`config.mk`:
```
export PLATFORM = sky130hd
export DESIGN_NAME = score_counter_bcd
export DESIGN_NICKNAME = d
export VERILOG_FILES = /design/src/rtl/score_counter_bcd.sv
export SDC_FILE = /design/constraint.sdc
export NUM_CORES = 1
export LEC_CHECK = 0
export ABC_CLOCK_PERIOD_IN_PS = 3650
export BUFFER_PORTS_ARGS = -buffer_cell sky130_fd_sc_hd__clkbuf_2
export CAP_MARGIN = 0
export CORE_MARGIN = 2
export CORE_UTILIZATION = 45
export CTS_BUF_LIST = sky130_fd_sc_hd__clkbuf_8
export CTS_CLUSTER_DIAMETER = 120
export DETAILED_ROUTE_END_ITERATION = 16
export PLACE_DENSITY = 0.61
export SLEW_MARGIN = 25
export SYNTH_ARGS = -nofsm -noshare
export SYNTH_HDL_FRONTEND = slang
export SYNTH_SLANG_ARGS = --single-unit
```
`constraint.sdc`:
```
create_clock -name clk_i -period 3.65 [get_ports clk_i]
set_input_delay 0.365 -clock clk_i [delete_from_list [all_inputs] [get_ports clk_i]]
set_output_delay 0.365 -clock clk_i [all_outputs]
set_load 0.05 [all_outputs]
```
`src/rtl/score_counter_bcd.sv`:
```
// Up/down score counter with synchronised button edge detection, saturate/wrap limits
// and registered two-digit BCD outputs that always match the binary count.
module score_counter_bcd #(
    parameter int BW          = 7,
    parameter int MAX_VAL     = 99,
    parameter int SYNC_STAGES = 2
) (
    input  logic          clk_i,
    input  logic          rst_i,
    input  logic          up_i,
    input  logic          down_i,
    input  logic          clr_i,
    input  logic          wrap_i,
    output logic [BW-1:0] count_o,
    output logic [3:0]    tens_o,
    output logic [3:0]    ones_o,
    output logic          at_max_o,
    output logic          at_min_o,
    output logic          limit_o
);

    localparam logic [BW-1:0] MAX_C    = BW'(MAX_VAL);
    localparam logic [3:0]    MAX_TENS = 4'(MAX_VAL / 10);
    localparam logic [3:0]    MAX_ONES = 4'(MAX_VAL % 10);
    localparam int            WARM     = SYNC_STAGES + 1;
    localparam int            WW       = $clog2(WARM + 1);
    localparam logic [WW-1:0] WARM_C   = WW'(WARM);

    logic [SYNC_STAGES-1:0] r_up_sync;
    logic [SYNC_STAGES-1:0] r_dn_sync;
    logic                   r_up_prev;
    logic                   r_dn_prev;
    logic [WW-1:0]          r_warm;
    logic [BW-1:0]          r_count;
    logic [3:0]             r_tens;
    logic [3:0]             r_ones;
    logic                   r_limit;

    logic                   w_ready;
    logic                   w_step_up;
    logic                   w_step_dn;
    logic [BW-1:0]          w_count_nxt;
    logic [3:0]             w_tens_nxt;
    logic [3:0]             w_ones_nxt;
    logic                   w_limit_nxt;

    // Synchronisers and edge-detect history run unconditionally, including during clear.
    // NOTE: sequential state uses non-blocking assignments so every flop samples pre-edge values.
    always_ff @(posedge clk_i or negedge rst_i) begin
        if (!rst_i) begin
            r_up_sync <= '0;
            r_dn_sync <= '0;
            r_up_prev <= 1'b0;
            r_dn_prev <= 1'b0;
        end else begin
            r_up_sync <= {r_up_sync[SYNC_STAGES-2:0], up_i};
            r_dn_sync <= {r_dn_sync[SYNC_STAGES-2:0], down_i};
            r_up_prev <= r_up_sync[SYNC_STAGES-1];
            r_dn_prev <= r_dn_sync[SYNC_STAGES-1];
        end
    end

    // After reset the pipeline refills from zero; a button held through reset would look like
    // a fresh edge, so steps stay masked until the prev-flops have caught up with the input.
    always_ff @(posedge clk_i or negedge rst_i) begin
        if (!rst_i) begin
            r_warm <= '0;
        end else if (r_warm != WARM_C) begin
            r_warm <= r_warm + WW'(1);
        end
    end

    assign w_ready   = (r_warm == WARM_C);
    assign w_step_up = w_ready & r_up_sync[SYNC_STAGES-1] & ~r_up_prev;
    assign w_step_dn = w_ready & r_dn_sync[SYNC_STAGES-1] & ~r_dn_prev;

    // NOTE: every output of this block gets a default first, so no latch can be inferred.
    always_comb begin
        w_count_nxt = r_count;
        w_tens_nxt  = r_tens;
        w_ones_nxt  = r_ones;
        w_limit_nxt = 1'b0;
        if (clr_i) begin
            w_count_nxt = '0;
            w_tens_nxt  = 4'd0;
            w_ones_nxt  = 4'd0;
        end else if (w_step_up && w_step_dn) begin
            w_limit_nxt = 1'b0;
        end else if (w_step_up) begin
            if (r_count == MAX_C) begin
                w_limit_nxt = 1'b1;
                if (wrap_i) begin
                    w_count_nxt = '0;
                    w_tens_nxt  = 4'd0;
                    w_ones_nxt  = 4'd0;
                end
            end else begin
                w_count_nxt = r_count + BW'(1);
                if (r_ones == 4'd9) begin
                    w_ones_nxt = 4'd0;
                    w_tens_nxt = r_tens + 4'd1;
                end else begin
                    w_ones_nxt = r_ones + 4'd1;
                end
            end
        end else if (w_step_dn) begin
            if (r_count == '0) begin
                w_limit_nxt = 1'b1;
                if (wrap_i) begin
                    w_count_nxt = MAX_C;
                    w_tens_nxt  = MAX_TENS;
                    w_ones_nxt  = MAX_ONES;
                end
            end else begin
                w_count_nxt = r_count - BW'(1);
                if (r_ones == 4'd0) begin
                    w_ones_nxt = 4'd9;
                    w_tens_nxt = r_tens - 4'd1;
                end else begin
                    w_ones_nxt = r_ones - 4'd1;
                end
            end
        end
    end

    always_ff @(posedge clk_i or negedge rst_i) begin
        if (!rst_i) begin
            r_count <= '0;
            r_tens  <= 4'd0;
            r_ones  <= 4'd0;
            r_limit <= 1'b0;
        end else begin
            r_count <= w_count_nxt;
            r_tens  <= w_tens_nxt;
            r_ones  <= w_ones_nxt;
            r_limit <= w_limit_nxt;
        end
    end

    assign count_o  = r_count;
    assign tens_o   = r_tens;
    assign ones_o   = r_ones;
    assign limit_o  = r_limit;
    assign at_max_o = (r_count == MAX_C);
    assign at_min_o = (r_count == '0);

endmodule
```
==> flow_summary.ini <==
[placed_design]
gp_congestion = 0.844
port_buffers = 23
dp_worst_setup_slack_ns = 1.15
placedCellCount = 254
dpl.hpwl_mm = 2.96

[finish]
stdcell_count = 258
diodes = 0
drive_above_1_share = 0.171
area_delta_synth_final_pct = 11.2
finish.utilization = 0.518
fillerInstances = 351
register_area_um2 = 601
multi_input_area_um2 = 996
fin_nets = 227

[clock_network]
clock_sinks = 24
h-tree-depth = 1
numCtsBuffers = 3
cts_tree = yes
cts_hold_buf = 0
post_cts_resized = 0
cts_setup_buffers = 0
clk_latency_ns = 0.27
root_buffer = clkbuf_8
max-clock-path-buffers = 2
path_clk_slew_ns = 0.09

[synthesis]
synth.distinct_cells = 58
async_flop_share = 1.00
yosysTopAreaCell = dfrtp_1
synth_nets = 206
avgSynthCellArea_um2 = 8.92
syn_area_um2 = 1690
synth_common_cells = 24 x dfrtp_1, 16 x a21oi_1, 15 x nor2_1, 14 x o21ai_0, 13 x inv_1
ys_seq_area_frac = 0.355
synth-edff-count = 0
synth_top_area_frac = 0.355
yosys_warnings = 0
ys.flop_type = dfrtp_1
synth-seq-cells = 24
synthTopCellsByArea = dfrtp_1 35%, ha_1 7.4%, a21oi_1 4.7%
synth_most_common_cell = dfrtp_1
syn_inst = 190

[route]
num_vias = 1538
drc = 0
firstDrtPassIters = 4
wl_mm = 4.06
drt-initial-drc-count = 136
avgRoutedWirePerCell_um = 15.7
routed_via_density = 5.96
ant_nets = 0

[setup_path]
critical-path-top-delay-family = compound AO/OA/AOI/OAI gates
path_cells = ha_1, and3b_1, o211ai_1, a21oi_1, and2_1, a32o_1
path_buf_inv = 0
crit_arrival_ns = 2.76
path_max_fanout = 17
max_stage_delay_ns = 0.65
path_class = register to register
start_kind = register
worstPathRequired_ns = 3.86
end_kind = register
cp_slowest_cell = and3b_1

[floorplanning]
rows = 22
io_pins = 24
start_util = 0.466
coreArea_um2 = 3630
die_h_um = 65.4
die-area_um2 = 4270
die_w_um = 65.4

[pwr]
power.density_nw_per_um2 = 736
internal_power_w = 0.000668
p_seq_frac = 0.296
p_clk_frac = 0.128
pwr-share-comb = 0.576
peakVddDrop_uv = 344
switching_power_w = 0.000719
p_leak_nw = 0.815
switching_share = 0.518

[timing]
fin_skew_ns = 0.0139
max_freq_mhz = 391
tns_ns = 0
maxSlewHeadroom = 0.528
setup_viol = 0
slew_viol_final = 0
period_share = 0.700
timing.final.ws_setup_ns = 1.09
rsz0062_at_grt = false
hold_violations = 0
period_needed_ns = 2.56
tightest_slew_ns = 0.705

[worst_hold_path]
hold_class = input pin to async pin

[global_route]
grt.total_usage = 0.209
grt_pass1_vias = 1503
grt_max_degree = 25
antenna_found_initial = 0
gr-total-overflow = 0
grt_pass1_wl_mm = 6.98

[outcome]
outcome = completed

[run]
cap_violations = 0
[power by group through the flow]
stage / clock network (W) / logic (W) / registers [W]
after detailed placement: 0 / 0.000788 / 0.000414
final: 0.000177 / 0.000799 / 0.000411
after floorplan: 0 / 0.000500 / 0.000531
after CTS: 0.000182 / 0.000792 / 0.000409
after global placement: 0 / 0.000775 / 0.000409
after global routing: 0.000193 / 0.000866 / 0.000424
[stage by stage]
stage / instance area [µm²] / hold WS [ns] / total power (W)
floorplan: 1690 / 0.0694 / 0.00103
global placement: 1830 / 0.335 / 0.00118
finish: 1880 / 0.0882 / 0.00139
detailed placement: 1830 / 0.343 / 0.00120
CTS: 1880 / 0.114 / 0.00138
global route: 1880 / 0.119 / 0.00148
[cells in the final DEF, fill, tap and decap left out, types with 2 or more instances in the layout]
cell,instances
o21ai_0,14
clkbuf_8,4
nand2_1,11
o211ai_1,4
inv_1,13
a31oi_1,2
a21oi_1,16
xnor2_1,3
nor3b_1,2
dfrtp_1,24
nand3_1,5
ha_1,10
nand2b_1,4
nor4_1,2
or4b_1,2
clkbuf_2,23
a211o_1,2
mux2i_1,3
nor3_1,9
a22o_1,4
and3b_1,2
nor2_1,15
nand3b_1,3
[logic make-up after synthesis]
kind of cell             count (synthesis)  synth area share
AO/OA/AOI/OAI                           62             0.254
AND/OR/NAND/NOR                         66             0.220
multiplexers                             4            0.0244
adder cells (fa/ha/maj)                 10            0.0739
flip-flops                              24             0.355
XOR/XNOR                                 3            0.0155
buffers and inverters                   21            0.0576
[state kept, by name, indices dropped and copies added, names as in the netlist]
name	flops
r_dn_prev	1
r_dn_sync	2
ones_o	4
limit_o	1
tens_o	4
r_up_sync	2
count_o	7
r_up_prev	1
r_warm	2
[layout make-up]
cell class | count | share of cell area
tap | 48 | 0.0319
timing repair buffer | 24 | 0.0651
multi-input combinational | 145 | 0.529
clock buffer | 4 | 0.0292
sequential | 24 | 0.319
inverter | 13 | 0.0259
[routing by layer]
metal	up-vias	share of wire	global-route usage
met1	732	0.45	0.274
met5	-	0	0
met3	6	0.058	0.0479
met4	0	0.011	0.0547
met2	58	0.48	0.346
li1	742	-	-
[worst register-to-register path, delay by kind of cell, from the launching register on]
family          cells  cell delay [ns]
simple gates        2             0.92
compound gates      3             0.98
fa+ha+maj           1             0.25
flops               1             0.37
[final timing paths]
check	start	endpoint	slack, ns	depth (start not counted)
min reg2reg	r_dn_sync[0]	r_dn_sync[1]	0.36	0
min in group clk_i	down_i	r_dn_sync[0]	0.21	1
max	r_warm[0]	tens_o[2]	1.09	6
max reg2reg	r_warm[0]	tens_o[2]	1.09	6
min	rst_i	count_o[2]	0.09	1
max in group asynchronous	rst_i	ones_o[2]	3.15	1
Note: power is estimated with default switching activity, not from simulation.
